===== src/rtl/univ_shift_reg.sv =====
// Universal shift register: shift/rotate/load/clear with a per-frame shift counter
// that pulses frame_o each time WIDTH shifts have completed.
module univ_shift_reg #(
    parameter int WIDTH = 8,
    localparam int CW = $clog2(WIDTH)
) (
    input  logic             clk,
    input  logic             reset,
    input  logic             en_i,
    input  logic [2:0]       mode_i,
    input  logic             ser_l_i,
    input  logic             ser_r_i,
    input  logic [WIDTH-1:0] data_i,
    output logic [WIDTH-1:0] sr_o,
    output logic             ser_l_o,
    output logic             ser_r_o,
    output logic [CW-1:0]    cnt_o,
    output logic             frame_o
);

    typedef enum logic [2:0] {
        MODE_HOLD  = 3'd0,
        MODE_SHL   = 3'd1,
        MODE_SHR   = 3'd2,
        MODE_ROTL  = 3'd3,
        MODE_ROTR  = 3'd4,
        MODE_LOAD  = 3'd5,
        MODE_ASR   = 3'd6,
        MODE_CLEAR = 3'd7
    } mode_e;

    localparam logic [CW-1:0] CNT_LAST = CW'(WIDTH - 1);

    logic [WIDTH-1:0] sr_q, sr_d;
    logic [CW-1:0]    cnt_q, cnt_d;
    logic             frame_q, frame_d;
    logic             shift;

    always_comb begin
        sr_d    = sr_q;
        cnt_d   = cnt_q;
        frame_d = 1'b0;
        shift   = 1'b0;
        if (en_i) begin
            case (mode_e'(mode_i))
                MODE_HOLD:  ;
                MODE_SHL:   begin sr_d = {sr_q[WIDTH-2:0], ser_r_i};  shift = 1'b1; end
                MODE_SHR:   begin sr_d = {ser_l_i, sr_q[WIDTH-1:1]};  shift = 1'b1; end
                MODE_ROTL:  begin sr_d = {sr_q[WIDTH-2:0], sr_q[WIDTH-1]}; shift = 1'b1; end
                MODE_ROTR:  begin sr_d = {sr_q[0], sr_q[WIDTH-1:1]};  shift = 1'b1; end
                MODE_LOAD:  begin sr_d = data_i;         cnt_d = '0; end
                MODE_ASR:   begin sr_d = {sr_q[WIDTH-1], sr_q[WIDTH-1:1]}; shift = 1'b1; end
                MODE_CLEAR: begin sr_d = '0;             cnt_d = '0; end
                default:    ;
            endcase
        end
        // Every shift direction counts toward the same frame.
        if (shift) begin
            if (cnt_q == CNT_LAST) begin
                cnt_d   = '0;
                frame_d = 1'b1;
            end else begin
                cnt_d = cnt_q + 1'b1;
            end
        end
    end

    always_ff @(posedge clk) begin
        if (!reset) begin
            sr_q    <= '0;
            cnt_q   <= '0;
            frame_q <= 1'b0;
        end else begin
            sr_q    <= sr_d;
            cnt_q   <= cnt_d;
            frame_q <= frame_d;
        end
    end

    assign sr_o    = sr_q;
    assign cnt_o   = cnt_q;
    assign frame_o = frame_q;
    assign ser_l_o = sr_q[WIDTH-1];
    assign ser_r_o = sr_q[0];

endmodule


===== config.mk =====
export PLATFORM = sky130hd
export DESIGN_NAME = univ_shift_reg
export DESIGN_NICKNAME = d
export VERILOG_FILES = /design/src/rtl/univ_shift_reg.sv
export SDC_FILE = /design/constraint.sdc
export NUM_CORES = 1
export LEC_CHECK = 0
export CELL_PAD_IN_SITES_DETAIL_PLACEMENT = 0
export CELL_PAD_IN_SITES_GLOBAL_PLACEMENT = 1
export CORE_UTILIZATION = 29
export CTS_BUF_LIST = sky130_fd_sc_hd__clkbuf_16
export CTS_CLUSTER_DIAMETER = 200
export DETAILED_ROUTE_END_ITERATION = 7
export MAX_ROUTING_LAYER = met4
export PLACE_DENSITY_LB_ADDON = 0.1
export SYNTH_ARGS = -nofsm -noshare
export SYNTH_HDL_FRONTEND = slang
export SYNTH_SLANG_ARGS = --single-unit
export TNS_END_PERCENT = 30

===== constraint.sdc =====
create_clock -name clk -period 1.5 [get_ports clk]
set_input_delay 0.3 -clock clk [delete_from_list [all_inputs] [get_ports clk]]
set_output_delay 0.3 -clock clk [all_outputs]
set_load 0.01 [all_outputs]

======== After elaboration in Yosys (flattened, before gate mapping) ========
Cells that the tools add are included.
storage, ports and cells
  logic and storage cells ................. 32
  register bits ........................... 12
cells by class
  bitwise gates (word level) .............. 1
  multiplexer cells ....................... 8
  eq/ne operators ......................... 8
  $add $sub $neg .......................... 1
  reductions and logical operators ........ 10
operators with widths
  kind                                                                    number
  8-bit case mux with 7 select lines                                      1
  3-bit equality test (second input constant)                             5
  3-bit 2-to-1 mux                                                        4
  7-bit nonzero test                                                      1
  3-bit by 2-bit equality test with 1-bit output (second input constant)  2
  2-bit AND reduction                                                     3
  6-bit nonzero test                                                      1
  5-bit OR reduction                                                      1
  2-bit nonzero test                                                      2
  3-bit by 1-bit adder with 3-bit output (second input constant)          1
  3-bit by 1-bit equality test with 1-bit output (second input constant)  1
  1-bit 2-to-1 mux                                                        3
  3-bit AND reduction                                                     1
  2-bit OR reduction                                                      1
  1-bit inverter                                                          1

======== Logic depth before layout (Yosys ltp) ========
  depth in word-level cells ............... 6
  mapped depth ............................ 5
  gate-level depth less buffers ........... 5

======== Worst setup path after synthesis ========
Ideal clock, no wire load.
  path kind ............................... input port to flip-flop
  from .................................... input mode_i[1]
  to ...................................... register sr_q[0] (netlist: sr_o[0])
  setup time .............................. 0.117 ns
  setup slack ............................. 0.253 ns
  data required time ...................... 1.383 ns
  stages on the path ...................... 5
  arrival ................................. 1.129 ns
  cell sequence ........................... buf_6 > o31a_1 > buf_6 > o311a_1 > a32o_1
between the ends
  longest elaborated chain between the ends .. 3
  elaborated cells on any way between the ends .. 10
  those cells by class .................... 7 x eq/ne; 1 x mux; 2 x reduce/logical
ends and longest elaborated chain
  item                                               line  source
  start: declaration                                 10    input logic [2:0] mode_i,
  3-bit equality test, or another cell as far along  45    case (mode_e'(mode_i))
  7-bit nonzero test (no line)                       n/a
  2-bit AND reduction (no line)                      n/a
  end signal: assignment                             74    sr_q <= sr_d;
  end: declaration                                   34    logic [WIDTH-1:0] sr_q, sr_d;
Several ways; a longest one is shown, not always the timed one.
A chain may end at the register's enable or synchronous reset.

======== Worst setup path in the final report ========
  from .................................... register sr_q[0] (netlist: sr_o[0])
  to ...................................... output ser_r_o
RTL lines
  item              line  source
  end: declaration  16    output logic ser_r_o,
No word-level cell between the ends.

==> metrics.txt <==
largest net degree at the start of global routing 11; Setup Viol. Count Final 0; uppermost layer routed met4; Mapped Cells 80; minimum clock period 1460 ps; critical path type reg -> out; input/output buffers 29; f_max 684 MHz; critical path's slowest cell clkdlybuf4s50_1; mean area per synthesized cell 8.63 um^2; Critical Path Fanout Max 5; DR pass1 iterations 5; Hold Violations, Final 0; synthesized flop and latch total 12; placed insts 138; DR vias 752; core footprint 0.00223 mm^2; Hold Path Depth 2; cells along the critical path clkdlybuf4s50_1; status finished, final reports clean; Net Count, Synth 98; Die Width 50.8 um; WL/cell 12.6 um; # nets final 133; initial antenna violation count 0; WP buf/inv 1; Clock Sinks 12; CTS tree built; Worst-path clk slew 40 ps; DP Worst Slack -184 ps; R2R depth 5; Worst VDD drop 0.598 mV; CTS H-tree lvls 1; Std-Cell Rows 17; post-CTS setup buffer count 0; DR WL met2 877 um; starting density of the core 30.9%; count of cell types in the netlist 30; Die ar. 0.00258 mm^2; # diodes 0; initial drt markers 11; Layout area overhead 63.2%; slew margin rel. 75.9%; worst hold path type reg -> reg; routability cong. 0.775; setup ws final 37.3 ps; Synth Warn # 0; drt drc 0; Pwr Density 939 mW/mm^2; met3 wire length 63 um; register area 243 um^2; RSZ-0062 raised after global routing no; WP data arrival 1160 ps; WL met1 842 um; LEAKAGE 0.523 nW; Slew Limit Fails 0; crit start category register; hpwl dp 1.37 mm; Via density 5.30; CP Depth 1; Worst-Skew Late Latency 240 ps; actual slew at the worst max-slew pin 357 ps; CP Data Required Time 1200 ps; CP Capture Type primary output; fin crit share 97.5%; io pins 30; grt ovf 0; Synth Cell Area 691 um^2; Detail Route Antenna Nets 0; Chip Height 50.8 um; first-pass GRT wire length 3.11 mm; layout cells sized above 1 15.8%; worst hold slack 476 ps; Final Util 50.5%; setup TNS 0 ps; family with the most delay on the worst path buffers and inverters; # hold bufs at CTS 0; Detailed Route WL 1.79 mm; Max Cap Viol 0; Fillers 228; maximum clock insertion buffer count 2; Num CTS Buffers 3; final std cells w/o fill 142; slowest stage delay, CP 550 ps; multi-input logic area 384 um^2; Seq/Total Area, Yosys 34.8%; root buffer cell clkbuf_16; clock skew 0.493 ps; GRT Total Usage 16.3%; number of global-route vias before repair 748
placed cells by master, fill, tap and decap left out, drive strengths merged:
master,n
and3b,1
inv,1
a21oi,7
a211o,1
nand2,5
o21ba,1
ha,2
clkbuf,3
o21ai,6
a21boi,4
dfxtp,12
clkdlybuf4s50,22
xor2,1
a31oi,6
a32oi,2
or2,1
nor2,3
dlymetal6s2s,7
nand3,4
o311ai,1
o31ai,1
nor3b,1
clkinv,1
o221ai,1
nand2b,2
o31a,1
a32o,1
buf,10
o311a,1
a22oi,5
flip-flops by register name (all words and copies together) (netlist names):
register and count:
sr_o 8, cnt_o 3, frame_o 1
final timing paths:
path / from / endpoint / slack (ps)
hold / removal: cnt_o[2] / cnt_o[2] / 480
hold reg to reg: cnt_o[2] / cnt_o[2] / 480
setup reg to reg: cnt_o[0] / cnt_o[0] / 410
setup / recovery: sr_o[0] / ser_r_o / 40
synth_stat cells:
library cell | n | area, um^2
dfxtp_1 | 12 | 240
a21oi_1 | 7 | 35.0
a31oi_1 | 6 | 37.5
o21ai_0 | 6 | 30.0
a22oi_1 | 5 | 37.5
nand2_1 | 5 | 18.8
a21boi_0 | 4 | 30.0
nand3_1 | 4 | 20.0
buf_4 | 3 | 22.5
nor2_1 | 3 | 11.3
a32oi_1 | 2 | 17.5
buf_2 | 2 | 10.0
buf_6 | 2 | 22.5
ha_1 | 2 | 25.0
nand2b_1 | 2 | 12.5
a211o_1 | 1 | 8.76
a32o_1 | 1 | 10.0
and3b_1 | 1 | 8.76
buf_1 | 1 | 3.75
clkbuf_1 | 1 | 3.75
inv_1 | 1 | 3.75
nor3b_1 | 1 | 7.51
o21ba_2 | 1 | 10.0
o221ai_1 | 1 | 8.76
o311a_1 | 1 | 10.0
o311ai_0 | 1 | 8.76
o31a_1 | 1 | 8.76
o31ai_2 | 1 | 12.5
or2_2 | 1 | 6.26
xor2_1 | 1 | 8.76
power by group:
part / leakage (nW) / switching [mW] / internal [mW]
registers: 0.0993 / 0.0206 / 0.340
logic: 0.385 / 0.0867 / 0.122
clock network: 0.0385 / 0.138 / 0.351
cell families (layout without fill, tap and decap cells):
kind of cell,Yosys count,after routing,synth area share (%)
xor gates and xnor gates,1,1,1.27
DFF,12,12,34.8
and+or+nand+nor,17,17,12.3
adders and majority gates,2,2,3.62
AOI/OAI and AO/OA,38,38,38.4
buffers and inverters,10,44,9.60
layout make-up:
| cell class | count | area share (%) |
|---|---|---|
| multi-input combinational | 58 | 34.1 |
| timing repair buffer | 39 | 34.0 |
| sequential | 12 | 21.5 |
| clock buffer | 3 | 6.66 |
| tap | 28 | 3.11 |
| clock inverter | 1 | 0.333 |
| inverter | 1 | 0.333 |
routing by layer:
metal  up-vias  GRT usage, %
met2        16          28.0
met3         2          3.94
met4         0          6.94
li1        377             -
met1       357          17.9
met5         -             -
per-stage QoR:
stage	cell area (um^2)	power, mW
after floorplan	691	0.467
after global placement	1030	0.579
after detailed placement	1030	0.579
after CTS	1110	1.08
after global routing	1130	1.11
final	1130	1.06
repair_timing:
item                       in CTS  in global routing
setup endpoints to repair       4                  8
resized for setup               2                  8
pin swaps                       0                  1
(Power assumes the default switching activity.)
